## config.mk

```make
export PLATFORM = sky130hd
export DESIGN_NAME = oam_dma_controller
export DESIGN_NICKNAME = d
export VERILOG_FILES = /design/src/rtl/oam_dma_controller.sv
export SDC_FILE = /design/constraint.sdc
export NUM_CORES = 1
export LEC_CHECK = 0
export CORE_MARGIN = 10
export CORE_UTILIZATION = 42
export CTS_BUF_LIST = sky130_fd_sc_hd__clkbuf_8
export DETAILED_ROUTE_END_ITERATION = 10
export GPL_ROUTABILITY_DRIVEN = 0
export GPL_TIMING_DRIVEN = 0
export PLACE_DENSITY = 0.77
export RECOVER_POWER = 100
export SKIP_CTS_REPAIR_TIMING = 1
export SLEW_MARGIN = 30
export SYNTH_ARGS = -nofsm -noshare
export SYNTH_HDL_FRONTEND = slang
export SYNTH_SLANG_ARGS = --single-unit
```

## constraint.sdc

```tcl
create_clock -name clk -period 1.6 [get_ports clk]
set_clock_uncertainty 0.05 [all_clocks]
set_input_delay 0.32 -clock clk [delete_from_list [all_inputs] [get_ports clk]]
set_output_delay 0.32 -clock clk [all_outputs]
set_load 0.005 [all_outputs]
```

## src/rtl/oam_dma_controller.sv

```systemverilog
// oam_dma_controller
// Sprite-OAM DMA sequencer ($4014 semantics). On an accepted start strobe it
// halts the CPU-side bus master and copies NUM_BYTES bytes from memory page
// {page, 8'h00..} into the PPU OAMDATA register, one READ/WRITE pair per byte,
// with every READ aligned to an even (cyc_odd = 0) CPU cycle.
//
// Request semantics: dma_start is a one-cycle strobe with no ready/ack.
// It is accepted only when the sequencer is IDLE, in which case dma_page is
// latched in the same cycle. A strobe seen in any other state, including the
// DONE cycle, is dropped and leaves the latched page untouched. Completion is
// signalled by the one-cycle dma_done pulse.
//
// Memory interface: mem_rd is a read strobe and mem_rdata returns one cycle
// later (synchronous, latency 1). Data is therefore valid during WRITE and is
// passed straight through to ppu_wdata in that state only.

module oam_dma_controller #(
    parameter int          NUM_BYTES    = 256,
    parameter logic [2:0]  OAMDATA_ADDR = 3'd4
) (
    input  logic        clk,
    input  logic        reset,
    input  logic        dma_start,
    input  logic [7:0]  dma_page,
    output logic        cpu_halt,
    output logic        dma_busy,
    output logic        dma_done,
    output logic [15:0] mem_addr,
    output logic        mem_rd,
    input  logic [7:0]  mem_rdata,
    output logic [2:0]  ppu_address,
    output logic [7:0]  ppu_wdata,
    output logic        ppu_rw,
    output logic        ppu_cs,
    output logic [2:0]  dbg_state
);

    // FSM encoding; IDLE must stay 0 so the reset state reads as all-zero.
    localparam logic [2:0] ST_IDLE  = 3'd0;
    localparam logic [2:0] ST_HALT  = 3'd1;
    localparam logic [2:0] ST_ALIGN = 3'd2;
    localparam logic [2:0] ST_READ  = 3'd3;
    localparam logic [2:0] ST_WRITE = 3'd4;
    localparam logic [2:0] ST_DONE  = 3'd5;

    // Index of the final byte; the WRITE of this byte ends the transfer.
    localparam logic [7:0] LAST_IDX = 8'(NUM_BYTES - 1);

    logic [2:0]  state_q;
    logic [2:0]  state_d;
    logic [7:0]  idx_q;
    logic [7:0]  page_q;
    logic        cyc_odd_q;
    logic [15:0] addr_hold_q;
    logic        start_accept;

    // A strobe only counts when the sequencer is idle.
    assign start_accept = (state_q == ST_IDLE) && dma_start;

    // Expose the FSM state for checkers and waveform debug.
    assign dbg_state = state_q;

    // CPU get/put parity: free-running toggle from reset.
    always_ff @(posedge clk or posedge reset) begin
        if (reset) begin
            cyc_odd_q <= 1'b0;
        end else begin
            cyc_odd_q <= ~cyc_odd_q;
        end
    end

    // Next-state logic for the transfer sequencer.
    always_comb begin
        state_d = state_q;
        case (state_q)
            ST_IDLE: begin
                if (dma_start) begin
                    state_d = ST_HALT;
                end
            end
            ST_HALT: begin
                // The cycle after HALT has parity ~cyc_odd_q; READ must land
                // on an even cycle, otherwise burn one ALIGN cycle first.
                if (cyc_odd_q) begin
                    state_d = ST_READ;
                end else begin
                    state_d = ST_ALIGN;
                end
            end
            ST_ALIGN: begin
                state_d = ST_READ;
            end
            ST_READ: begin
                state_d = ST_WRITE;
            end
            ST_WRITE: begin
                if (idx_q == LAST_IDX) begin
                    state_d = ST_DONE;
                end else begin
                    state_d = ST_READ;
                end
            end
            ST_DONE: begin
                state_d = ST_IDLE;
            end
            default: begin
                state_d = ST_IDLE;
            end
        endcase
    end

    // State register.
    always_ff @(posedge clk or posedge reset) begin
        if (reset) begin
            state_q <= ST_IDLE;
        end else begin
            state_q <= state_d;
        end
    end

    // Page latch and byte index: loaded on accept, index advances per write.
    always_ff @(posedge clk or posedge reset) begin
        if (reset) begin
            page_q <= 8'h00;
            idx_q  <= 8'h00;
        end else if (start_accept) begin
            page_q <= dma_page;
            idx_q  <= 8'h00;
        end else if (state_q == ST_WRITE) begin
            // 8-bit wrap; the index never carries into the page.
            idx_q <= idx_q + 8'h01;
        end
    end

    // Remember the last read address so mem_addr is stable outside READ.
    always_ff @(posedge clk or posedge reset) begin
        if (reset) begin
            addr_hold_q <= 16'h0000;
        end else if (state_q == ST_READ) begin
            addr_hold_q <= {page_q, idx_q};
        end
    end

    // Output decode: every output is a function of the current state only,
    // so nothing moves in the strobe cycle and reset clears them at once.
    always_comb begin
        cpu_halt    = 1'b0;
        dma_busy    = 1'b0;
        dma_done    = 1'b0;
        mem_rd      = 1'b0;
        mem_addr    = addr_hold_q;
        ppu_address = 3'd0;
        ppu_wdata   = 8'h00;
        ppu_rw      = 1'b1;
        ppu_cs      = 1'b0;
        case (state_q)
            ST_HALT, ST_ALIGN: begin
                cpu_halt = 1'b1;
                dma_busy = 1'b1;
            end
            ST_READ: begin
                cpu_halt = 1'b1;
                dma_busy = 1'b1;
                mem_rd   = 1'b1;
                mem_addr = {page_q, idx_q};
            end
            ST_WRITE: begin
                cpu_halt    = 1'b1;
                dma_busy    = 1'b1;
                ppu_cs      = 1'b1;
                ppu_rw      = 1'b0;
                ppu_address = OAMDATA_ADDR;
                ppu_wdata   = mem_rdata;
            end
            ST_DONE: begin
                dma_done = 1'b1;
            end
            default: begin
            end
        endcase
    end

endmodule

```

==> results.md <==
- Worst-path maximum fanout: 7
- Die ar.: 6891 sq um
- Dpl cells: 247
- GRT Util Overall: 11.58%
- Die Y: 83.02 microns
- CP top delay family: buffers and inverters
- CTS tree: yes
- Lkg Pwr: 1.489 nW
- Final wirelength: 5018 microns
- Clk root buf: clkbuf_8
- Netlist Area Pre-Place: 1668 sq um
- Nets@finish: 265
- Diode count: 0
- Worst min path class: reg2reg
- Cell depth of the worst hold path: 1
- H-Tree Depth: 2
- Core area: 3744 sq um
- Power Density: 622.4 nW/um^2
- VDD IR-drop max: 0.5466 mV
- Min-Delay Startpoint: cyc_odd_q$_DFF_PP0_
- Hpwl dp: 3013 microns
- Port Buffers: 52
- Global-route wire length before repair: 6699 microns
- Leading cell type in the layout, fill and taps excluded: dfrtp_1
- Seq cells post-synth: 36
- Crit path launch type: register
- Crit-path cells: buf_6 > buf_6 > nand3b_1 > buf_6 > clkbuf_16 > mux2_4 > buf_6
- Most frequent cells in the layout: dfrtp_1 (36), buf_4 (32), nand2_1 (28), buf_6 (26), clkdlybuf4s50_1 (17)
- Residual DRC: 0
- Fin crit period: 2.144 ns
- Worst slew margin: 51.46%
- IO Count: 55
- Routed vias/inst: 5.003
- Grt ovf: 0
- Failing checks: negative setup slack
- CP max stage cell: dfrtp_1
- WP data arrival: 1.77 ns
- Global Route met1 Usage: 13.38%
- Nature of the critical path endpoint: output pin
- Outcome: finished with violations
- Met3 GRT Util: 3.809%
- Reg2reg end: idx_q[4]$_DFFE_PP0P_
- Maximum number of pins on one net before global-route repair: 37
- Post-Synthesis Cells: 146
- CP max stage delay: 0.40 ns
- Core Rows: 22
- R2R Path Start: dbg_state[1]$_DFFE_PP0P_
- Post-route setup slack: -0.5439 ns
- RSZ-0062 raised after global routing: true
- Buf/Inv on CP: 5
- DRT antenna net count: 0
- Area growth syn-to-layout: 67.44%
- Initial Utilization: 44.55%
- Post-synth cell types: 35
- Worst path required time: 1.23 ns
- Number of global-route vias before repair: 1303
- Setup slack, reg-to-reg: -0.31 ns
- CTS Buf Count: 5
- Top Usage Layer GRT: met2
- Total power: 0.001738 W
- Post-synth EDFFs: 0
- Fin. max-slew vios: 0
- Clock slew at reported path FFs: 0.08 ns
- Clock net sink count: 36
- CP Class: reg2out
- Vias: 1471
- Fin. Hold Viols: 0
- Share of cells above drive strength 1: 50.41%
- FF-to-FF path depth: 8
- Initial antenna violation count: 0
- Hold path endpoint: cyc_odd_q$_DFF_PP0_
- Drt initial violations: 77
- Post-route clock period utilization: 134.0%
- Syn_area_per_cell: 11.42 sq um
- First drt pass iteration count: 6
- Dpl ws: -0.7052 ns
- Max Cap Viol: 0
- Crit path top cell by count: buf_6
- M2 GR Usage: 19.20%
- Sequential share of the synthesized area: 54.01%
- Setup-failing EPs final: 49
- Die span in x: 83.02 microns
- Clock buffer depth: 2
- Worst-Skew Late Latency: 0.29 ns
- Fraction of registers with async set/reset: 100.0%
- Final std cells w/o fill: 294
- Most used DFF post-synth: dfrtp_1
- Upper clock frequency limit: 0.4664 GHz
- Slew @ Worst Pin: 0.7270 ns
- Syn. warnings: 0
- Critical path origin: dbg_state[1]$_DFFE_PP0P_
- Drt wl/cell: 17.07 microns
registers in the layout, summed over array words and instances (netlist names):
register	cells
addr_hold_q	16
cyc_odd_q	1
dbg_state	3
idx_q	8
page_q	8
where the power goes:
group / switching, W / internal (W) / total (W)
Sequential: 0.00000885 / 0.000930 / 0.000939
Combinational: 0.0000529 / 0.0000922 / 0.000145
Clock: 0.000316 / 0.000338 / 0.000654
worst max-delay path by stage:
stage,slack (ns),endpoint,cells past startpoint
detailed placement,-0.71,ppu_wdata[4],5
CTS,-1.02,ppu_wdata[4],5
global route,-0.60,mem_addr[14],7
global placement,-0.67,ppu_wdata[4],5
floorplan,-0.05,idx_q[4]$_DFFE_PP0P_,4
finish,-0.54,mem_addr[11],7
cells in the mapped netlist (all sizes together) (2+ instances only):
master   n  area [sq um]
dfrtp   36         900.9
nand2   30         112.6
mux2    18         202.7
buf     10         75.07
and2     8         50.05
inv      5         21.27
nand3    5         25.02
o21ai    5         25.02
mux2i    4         40.04
nor2     3         11.26
nand4    2         12.51
nor4     2         18.77
xnor2    2         17.52
logic make-up after synthesis:
kind of cell | after synthesis | synth area share, %
other | 1 | 0.2248
DFF | 36 | 54.01
and+or+nand+nor | 57 | 18.83
xor gates and xnor gates | 2 | 1.050
AOI/OAI and AO/OA | 11 | 4.577
muxes | 22 | 14.55
adders and majority gates | 1 | 0.7501
buffers and inverters | 16 | 6.001
layout make-up:
cell class,count,area (sq um)
Timing Repair Buffer,92,815.8
Multi-Input combinational cell,95,789.5
Clock inverter,2,7.507
Clock buffer,6,82.58
Fill cell,253,950.9
Inverter,5,23.77
Tap cell,48,60.06
Buffer,10,112.6
Sequential cell,36,900.9
per-stage QoR:
step | hold WS (ns) | utilization, % | TNS [ns] | area (sq um)
global route | 0.3911 | 74.60 | -19.98 | 2793
global placement | 0.3556 | 61.46 | -29.65 | 2301
floorplan | 0.3446 | - | -0.4150 | 1720
detailed placement | 0.3648 | 61.46 | -19.92 | 2301
CTS | 0.3751 | 63.87 | -26.50 | 2391
finish | 0.3783 | 74.60 | -17.02 | 2793
layer usage:
metal / wire, microns / vias up
met5: 0 / -
met2: 2586 / 58
li1: - / 689
met1: 2109 / 713
met4: 101 / 0
met3: 221 / 11
(Power assumes the default switching activity.)
